[src/rtl/mem_port_arbiter.sv]
// Arbitrates one single-port memory between instruction fetch and data access.
// Define ARB_STARVE_GUARD_EN to let a starving fetch overtake continuous data traffic.
module mem_port_arbiter #(
  parameter int ADDR_W     = 32,
  parameter int DATA_W     = 32,
  parameter int TIMEOUT    = 16,
  parameter int STARVE_MAX = 4
) (
  input  logic              clk,
  input  logic              rst_n,
  input  logic              if_req,
  input  logic [ADDR_W-1:0] if_addr,
  output logic [DATA_W-1:0] if_rdata,
  output logic              if_ack,
  input  logic              dm_req,
  input  logic              dm_we,
  input  logic [ADDR_W-1:0] dm_addr,
  input  logic [DATA_W-1:0] dm_wdata,
  output logic [DATA_W-1:0] dm_rdata,
  output logic              dm_ack,
  output logic              mem_req,
  output logic              mem_we,
  output logic [ADDR_W-1:0] mem_addr,
  output logic [DATA_W-1:0] mem_wdata,
  input  logic [DATA_W-1:0] mem_rdata,
  input  logic              mem_ack,
  output logic              stall,
  output logic              timeout_err
);

  localparam logic [1:0] ST_IDLE = 2'd0;
  localparam logic [1:0] ST_BUSY = 2'd1;
  localparam logic [1:0] ST_DONE = 2'd2;

  localparam logic [1:0] OWN_NONE = 2'd0;
  localparam logic [1:0] OWN_IF   = 2'd1;
  localparam logic [1:0] OWN_DM   = 2'd2;

  // Wait and starve counters share one width, sized for the larger limit.
  localparam int CNT_MAX = (TIMEOUT > STARVE_MAX) ? TIMEOUT : STARVE_MAX;
  localparam int CNT_W   = $clog2(CNT_MAX + 1);
  localparam logic [CNT_W-1:0] WAIT_LAST = CNT_W'(TIMEOUT - 1);

  logic [1:0]        state;
  logic [1:0]        owner;
  logic [CNT_W-1:0]  wait_cnt;
  logic              grant_dm;
  logic              grant_if;
  logic [DATA_W-1:0] done_data;

`ifdef ARB_STARVE_GUARD_EN
  logic [CNT_W-1:0] starve_cnt;
  logic             starve_hit;

  assign starve_hit = if_req && dm_req && (starve_cnt == CNT_W'(STARVE_MAX));
  assign grant_dm   = dm_req && !starve_hit;
  assign grant_if   = if_req && !grant_dm;

  always_ff @(posedge clk or negedge rst_n) begin
    if (!rst_n) begin
      starve_cnt <= '0;
    end else if (state == ST_IDLE) begin
      if (grant_if) begin
        starve_cnt <= '0;
      end else if (grant_dm && if_req && (starve_cnt != CNT_W'(STARVE_MAX))) begin
        starve_cnt <= starve_cnt + 1'b1;
      end
    end
  end
`else
  assign grant_dm = dm_req;
  assign grant_if = if_req && !dm_req;
`endif

  assign stall = (if_req && !if_ack) || (dm_req && !dm_ack);

  // Stores and timeouts return zero to the requester.
  assign done_data = (mem_ack && !mem_we) ? mem_rdata : '0;

  always_ff @(posedge clk or negedge rst_n) begin
    if (!rst_n) begin
      state       <= ST_IDLE;
      owner       <= OWN_NONE;
      wait_cnt    <= '0;
      mem_req     <= 1'b0;
      mem_we      <= 1'b0;
      mem_addr    <= '0;
      mem_wdata   <= '0;
      if_ack      <= 1'b0;
      dm_ack      <= 1'b0;
      if_rdata    <= '0;
      dm_rdata    <= '0;
      timeout_err <= 1'b0;
    end else begin
      if_ack <= 1'b0;
      dm_ack <= 1'b0;
      case (state)
        ST_IDLE: begin
          if (grant_dm || grant_if) begin
            owner     <= grant_dm ? OWN_DM : OWN_IF;
            mem_addr  <= grant_dm ? dm_addr : if_addr;
            mem_we    <= grant_dm && dm_we;
            mem_wdata <= grant_dm ? dm_wdata : '0;
            mem_req   <= 1'b1;
            wait_cnt  <= '0;
            state     <= ST_BUSY;
          end
        end
        ST_BUSY: begin
          // The ack is raised on entry to DONE so it is visible for exactly that cycle.
          if (mem_ack || (wait_cnt == WAIT_LAST)) begin
            if (!mem_ack) begin
              timeout_err <= 1'b1;
            end
            if (owner == OWN_IF) begin
              if_rdata <= done_data;
              if_ack   <= 1'b1;
            end else begin
              dm_rdata <= done_data;
              dm_ack   <= 1'b1;
            end
            mem_req <= 1'b0;
            state   <= ST_DONE;
          end else begin
            wait_cnt <= wait_cnt + 1'b1;
          end
        end
        ST_DONE: begin
          owner <= OWN_NONE;
          state <= ST_IDLE;
        end
        default: begin
          owner   <= OWN_NONE;
          mem_req <= 1'b0;
          state   <= ST_IDLE;
        end
      endcase
    end
  end

endmodule

[config.mk]
export PLATFORM = sky130hd
export DESIGN_NAME = mem_port_arbiter
export DESIGN_NICKNAME = d
export VERILOG_FILES = /design/src/rtl/mem_port_arbiter.sv
export SDC_FILE = /design/constraint.sdc
export NUM_CORES = 1
export LEC_CHECK = 0
export ABC_CLOCK_PERIOD_IN_PS = 2200
export CORE_MARGIN = 10
export CORE_UTILIZATION = 30
export DETAILED_ROUTE_END_ITERATION = 7
export PLACE_DENSITY = 0.57
export SKIP_CTS_REPAIR_TIMING = 1
export SLEW_MARGIN = 20
export SYNTH_ARGS = -nofsm -noshare
export SYNTH_HDL_FRONTEND = slang
export SYNTH_SLANG_ARGS = --single-unit
[constraint.sdc]
create_clock -name clk -period 2.2 [get_ports clk]
set_input_delay 0.33 -clock clk [delete_from_list [all_inputs] [get_ports clk]]
set_output_delay 0.33 -clock clk [all_outputs]
set_load 0.05 [all_outputs]
==> results.txt <==
* First-pass GRT wire length: 29200 um
* Total clock buffers created by CTS: 17
- Setup-failing EPs final: 0
- In the post-synthesis netlist, the biggest area contributors are sky130_fd_sc_hd__dfrtp_1, sky130_fd_sc_hd__mux2_2, sky130_fd_sc_hd__mux2_4, sky130_fd_sc_hd__a22o_1, sky130_fd_sc_hd__and2_1.
- Share of flip-flops with an asynchronous set or reset: 1.00
* Final Worst Setup Slack: 0.141 ns
* Sequential Power Share: 0.267
- The most critical setup path has its startpoint at wait_cnt[0].
* Highest Clock Rate: 0.486 GHz
* Met3 WL: 1600 um
- Counting flops with a built-in enable in the synthesized netlist gives 0.
* Placed Cells incl. Taps: 927
* Worst R2R Start: wait_cnt[0]
- For this run, the register share of the synthesized area comes to 0.586.
- In this run the number of H-tree levels came out at 4.
* Total Routing Usage GR: 0.140
- Relative slew margins: 0.623
- At the worst endpoint, the required time is 2.49 ns.
* Starting Density: 0.308
- Vias in the first global route: 5002
- Boundary Pins: 268
* Number of antenna violations at the first check in global routing: 1
* Critical-path maximum fanout: 33
- Pin count of the biggest net entering global routing: 54
- Hold WC Path Type: primary input to async pin
- Aggregate global routing overflow: 0
- The clock passes through at most 2 buffers.
- Routability cong.: 0.754
- At the worst endpoint, the arrival time is 2.34 ns.
- The cell sitting at the root of the clock tree is a sky130_fd_sc_hd__clkbuf_16.
- The clock period could shrink to 2.06 ns.
* Clock network fraction of total power: 0.174
- Final Slew Violations: 0
* Post-detailed-route count of antenna-violating nets: 0
- After detailed routing, no signal wire sits above met4.
- Register bit total from synthesis: 142
- Net Count, Synth: 537
* Switching power summed over all nets: 7.69 mW
- Part of the total power dissipated in combinational logic: 0.559
- The count of endpoints failing hold in the final timing report came to 0.
- Summing over every cut layer, the via total after detailed routing is 4349.
- Worst Clk Skew: 0.00986 ns
* TritonCTS clock tree: built
- Nets: 818
* Post-synthesis instance area: 6060 um2
- CTS saw 142 sinks.
* Average via count per standard cell: 4.53
- The die is 162 um wide.
- Run status: finished clean
- Layout overhead on the synthesized area: 60.9%
- Critical setup path kind: register to register
* Most instantiated flip-flop cell in the synthesis netlist: sky130_fd_sc_hd__dfrtp_1
- Multi-input gate area in the final layout: 2350 um2
- In this run the static leakage power is 4.25 nW.
- In the final routing, the length of wire on met1 measures 7960 um.
- At the pin with the least slew margin, the transition time is 0.564 ns.
* Core ar.: 19700 um2
* Post-synthesis cell type with the largest combined area: sky130_fd_sc_hd__dfrtp_1
- Max Cap Viol: 0
* Sequential cell area: 3550 um2
- Counting every instance in the synthesized netlist gives 401.
* Count of distinct cell types in the synthesized netlist: 35
- After clock tree synthesis, the clock-pin slew on the worst setup and hold paths is 0.06 ns.
- Internal: 9.30 mW
* Hpwl dp: 13800 um
- Post-route insts no fill: 961
- STA classifies the critical path endpoint as a register.
- Overall routed net length: 18600 um
- Portion of the clock cycle consumed by the worst path in the final layout: 0.936
- Max VDD drop: 0.000926 V
- Critical path startpoint category: register
* Port-buffer cells: 267
- After the first detailed-routing iteration, the DRC count stood at 185.
- Floorplan die area: 26300 um2
- Post-synth top area share: 0.586
* Sum of negative setup slack: 0 ns
* Die height: 162 um
* Setup WS pre-CTS: 0.124 ns
- In the final routed layout, each cell accounts on average for 19.3 um.
* Number of warnings reported in the yosys synthesis log: 0
- For the worst-skew pair, the clock arrives at the later sink with an insertion delay of 0.41 ns.
- Counting the fill cells in the layout gives 1771.
- Before antenna repair, the detailed router went through 4 iterations.
- In the final layout, the share of cells above drive strength 1 is 0.268.
- Setup repair after global routing missed its margin: no
- Met2 Wirelength: 8800 um
- Total DRC errors in the routed layout: 0
- Of the total power, the share spent switching nets is 0.453.
- In this run the power density over the cells is 1740 nW/um2.
* Average size of a mapped cell: 15.1 um2
- Number of placement rows: 51
-- placed cells by master, fill, tap and decap left out, types with 2 or more instances in the layout --
master | synthesis | layout
sky130_fd_sc_hd__nor2b_1 | 3 | 2
sky130_fd_sc_hd__inv_6 | 0 | 4
sky130_fd_sc_hd__dfrtp_1 | 142 | 142
sky130_fd_sc_hd__clkinv_2 | 0 | 2
sky130_fd_sc_hd__buf_12 | 0 | 7
sky130_fd_sc_hd__clkdlybuf4s50_1 | 0 | 265
sky130_fd_sc_hd__and2_1 | 33 | 32
sky130_fd_sc_hd__a21oi_1 | 3 | 3
sky130_fd_sc_hd__mux2_2 | 100 | 100
sky130_fd_sc_hd__ha_1 | 2 | 2
sky130_fd_sc_hd__bufinv_16 | 0 | 3
sky130_fd_sc_hd__mux2_4 | 29 | 29
sky130_fd_sc_hd__clkinvlp_4 | 0 | 3
sky130_fd_sc_hd__buf_4 | 3 | 11
sky130_fd_sc_hd__nor3_4 | 1 | 2
sky130_fd_sc_hd__nor2_1 | 4 | 4
sky130_fd_sc_hd__inv_1 | 5 | 5
sky130_fd_sc_hd__clkbuf_1 | 11 | 2
sky130_fd_sc_hd__nand2_1 | 3 | 3
sky130_fd_sc_hd__clkbuf_16 | 0 | 17
sky130_fd_sc_hd__a22o_1 | 35 | 35
-- area by class of cell --
type | count | area share
sequential | 142 | 0.364
timing repair buffer | 285 | 0.297
multi-input combinational | 231 | 0.241
clock buffer | 20 | 0.0458
tap | 265 | 0.0340
clock inverter | 12 | 0.0162
inverter | 5 | 0.00192
antenna | 1 | 0.000257
-- flip-flops by register name, indices dropped and copies added, names as in the netlist, 2 cells and up --
register   cells
dm_rdata      32
if_rdata      32
mem_addr      32
mem_wdata     32
wait_cnt       5
owner          2
state          2
-- cells in the mapped netlist, types with 2 or more instances --
cell type                    n
sky130_fd_sc_hd__buf_6       7
sky130_fd_sc_hd__nand2_1     3
sky130_fd_sc_hd__nor2_1      4
sky130_fd_sc_hd__a22o_1     35
sky130_fd_sc_hd__buf_4       3
sky130_fd_sc_hd__nor2b_1     3
sky130_fd_sc_hd__mux2_2    100
sky130_fd_sc_hd__inv_1       5
sky130_fd_sc_hd__dfrtp_1   142
sky130_fd_sc_hd__clkbuf_1   11
sky130_fd_sc_hd__a21oi_1     3
sky130_fd_sc_hd__ha_1        2
sky130_fd_sc_hd__and2_1     33
sky130_fd_sc_hd__mux2_4     29
-- worst max-delay path, cell delays in order, from the launching register on --
cell                      delay [ns]
sky130_fd_sc_hd__dfrtp_1        0.38
sky130_fd_sc_hd__ha_1           0.19
sky130_fd_sc_hd__and3_1         0.17
sky130_fd_sc_hd__ha_1           0.16
sky130_fd_sc_hd__nor2_1         0.04
sky130_fd_sc_hd__buf_4          0.15
sky130_fd_sc_hd__nor3b_4        0.23
sky130_fd_sc_hd__buf_12         0.24
sky130_fd_sc_hd__mux2_2         0.36
-- cell families (layout without fill, tap and decap cells) --
kind of cell	after synthesis	in the layout	share of synthesized area
buf+inv	28	322	0.0281
xor+xnor	1	1	0.00145
compound gates	44	44	0.0605
other cells	0	1	0
fa+ha+maj	2	2	0.00413
simple gates	54	54	0.0603
mux	130	130	0.259
flops	142	142	0.586
-- path summary, 6_finish.rpt --
path	endpoint	slack [ns]	cells after the start
setup / recovery	if_rdata[25]	0.14	8
hold / removal	mem_addr[12]	0.46	2
setup reg to reg	if_rdata[25]	0.14	8
hold reg to reg	timeout_err	0.46	1
max in group asynchronous	mem_wdata[15]	1.09	3
min in group clk	timeout_err	0.46	1
-- metal layers --
metal	global-route usage	up-vias
met5	0	-
met4	0.0364	0
met3	0.0617	13
met2	0.225	169
met1	0.167	2178
li1	-	1989
-- per-stage QoR --
stage	hold slack (ns)	area, um2	power (mW)	util
after floorplan	0.0344	6060	10.7	-
after global placement	0.343	9140	14.1	0.465
after detailed placement	0.346	9140	14.2	0.465
after CTS	-0.103	9740	17.2	0.496
after global routing	0.486	9750	17.8	0.496
final	0.456	9750	17.0	0.496
-- power by group through the flow --
stage | combinational (mW) | clock [mW] | sequential [mW]
after floorplan | 2.20 | 0 | 8.52
after global routing | 9.92 | 3.17 | 4.70
after CTS | 9.63 | 3.06 | 4.55
final | 9.50 | 2.95 | 4.54
after detailed placement | 9.61 | 0 | 4.56
after global placement | 9.55 | 0 | 4.53
No activity file was read; power rests on OpenSTA's default activity.
==> RTL change, RTL diff (config.mk and constraints unchanged) <==
Add a define of `ARB_STARVE_GUARD_EN`.
--- a/src/rtl/mem_port_arbiter.sv
+++ b/src/rtl/mem_port_arbiter.sv
@@ -1,5 +1,7 @@
 // Arbitrates one single-port memory between instruction fetch and data access.
 // Define ARB_STARVE_GUARD_EN to let a starving fetch overtake continuous data traffic.
+`define ARB_STARVE_GUARD_EN
+
 module mem_port_arbiter #(
   parameter int ADDR_W     = 32,
   parameter int DATA_W     = 32,
Behaviour: no difference found for any inputs over 4 cycles, from zero or initial values and one cycle with rst_n low; that may be too few to reach the edited logic, so the function may still have changed.
==> RTL change against the unedited design <==
- worst hold slack got worse by 0.044 ns
- sequential cell count rose by 5
- total power fell by 0.12%
- synthesized area rose by 9.8%
- via count rose by 33%
- setup slack got worse by 0.052 ns
- global-route usage rose by 2.0 points
- routed wire length rose by 28%
- largest cell class unchanged
- cell count rose by 17%
- count of clock-buffer cells in the layout rose by 1
- clock skew rose by 0.0011 ns
- synthesized cell count rose by 41%
- sequential share of layout area fell by 1.4 points
- cell area rose by 7.6%
==> RTL change: results (changes against the unedited design) <==
drt:
  dr.first_iter.drc_count: 368  # +99%
  wl_met2_um: 11400  # +29%
  drt-met1-wl_um: 9790  # +23%
  via_per_inst: 5.13  # +13%
layout:
  multi_input_area_share_pct: 26.1  # +2.0 points
  clk_share_pct: 5.88  # -0.32 points
  n_clock_buffer: 21  # +5.0%
  regArea_sq_mm: 0.00368  # +3.5%
  antenna_cells: 0  # -1
  buf_share_pct: 29.3  # -0.40 points
  n_all_buffers: 304  # +6.7%
  inverters: 10  # +5
  fillers: 1983  # +12%
  num-multi-input-gates: 353  # +53%
  fin_nets: 971  # +19%
global_routing:
  grt_use_met1_pct: 19.2  # +2.5 points
  grt_antenna_before_repair: 0  # -1
  grtUsageMet3_pct: 7.43  # +1.3 points
  grt_use_met2_pct: 25.4  # +2.9 points
  grt_pass1_vias: 6233  # +25%
  grt_pass1_wl_um: 36700  # +26%
synthesis:
  synth_cells: 564  # +41%
  muxShareOfSynthArea_pct: 11.3  # -15 points
  synthTopCellsByCount: "dfrtp_1, mux2_2, nand3_1"
  synth.distinct_cells: 40  # +14%
  synth_nets: 702  # +31%
  synth_fa_ha_area_share_pct: 0.752  # +0.34 points
  ys_ff_latch: 147  # +3.5%
  synth_compound_area_share_pct: 19.6  # +14 points
  synth_area_leaders: "dfrtp_1, mux2_2, a22o_1"
critical_path:
  critPathTopFamily: "buffers and inverters"
  cp.arrival_ns: 1.78  # -0.56 ns
  crit_path_max_incr_delay_ns: 0.89  # +0.51 ns
power_and_ir_drop:
  ir_worst_vdd_uv: 805  # -13%
  leakagePower_uw: 0.00435  # +2.4%
  switching_share_pct: 46.1  # +0.83 points
status:
  status: "finished, final reports clean"
placement:
  dp_hpwl_um: 17200  # +24%
  detailedPlace.worstSlack_ns: 0.0236  # -0.100 ns
  placed_area_sq_mm: 0.00977  # +6.9%
  gp_congestion: 0.784  # +4.0%
floorplanning:
  die_w_um: 169  # +4.2%
timing:
  slew_headroom_pct: 50.5  # -12 points
  fin_worst_skew_ns: 0.0109  # +0.00105 ns
-- RTL change: power groups by stage --
stage / sequential [uW] / combinational, uW / clock [uW]
finish: 4560 / 9330 / 3070
global route: 4710 / 9820 / 3280
CTS: 4570 / 9340 / 3160
detailed placement: 4580 / 9320 / 0
global placement: 4540 / 9210 / 0
floorplan: 8030 / 2380 / 0
-- RTL change: worst paths after layout --
path | from | to | slack, ns | depth (start not counted)
hold / removal | rst_n | dm_rdata[25] | 0.41 | 2
min in group clk | if_rdata[1] | if_rdata[1] | 0.49 | 1
setup reg to reg | wait_cnt[0] | dm_rdata[16] | 0.10 | 8
hold reg to reg | if_rdata[1] | if_rdata[1] | 0.49 | 1
setup / recovery | mem_we | mem_we | 0.09 | 1
max in group asynchronous | rst_n | wait_cnt[1] | 1.13 | 3
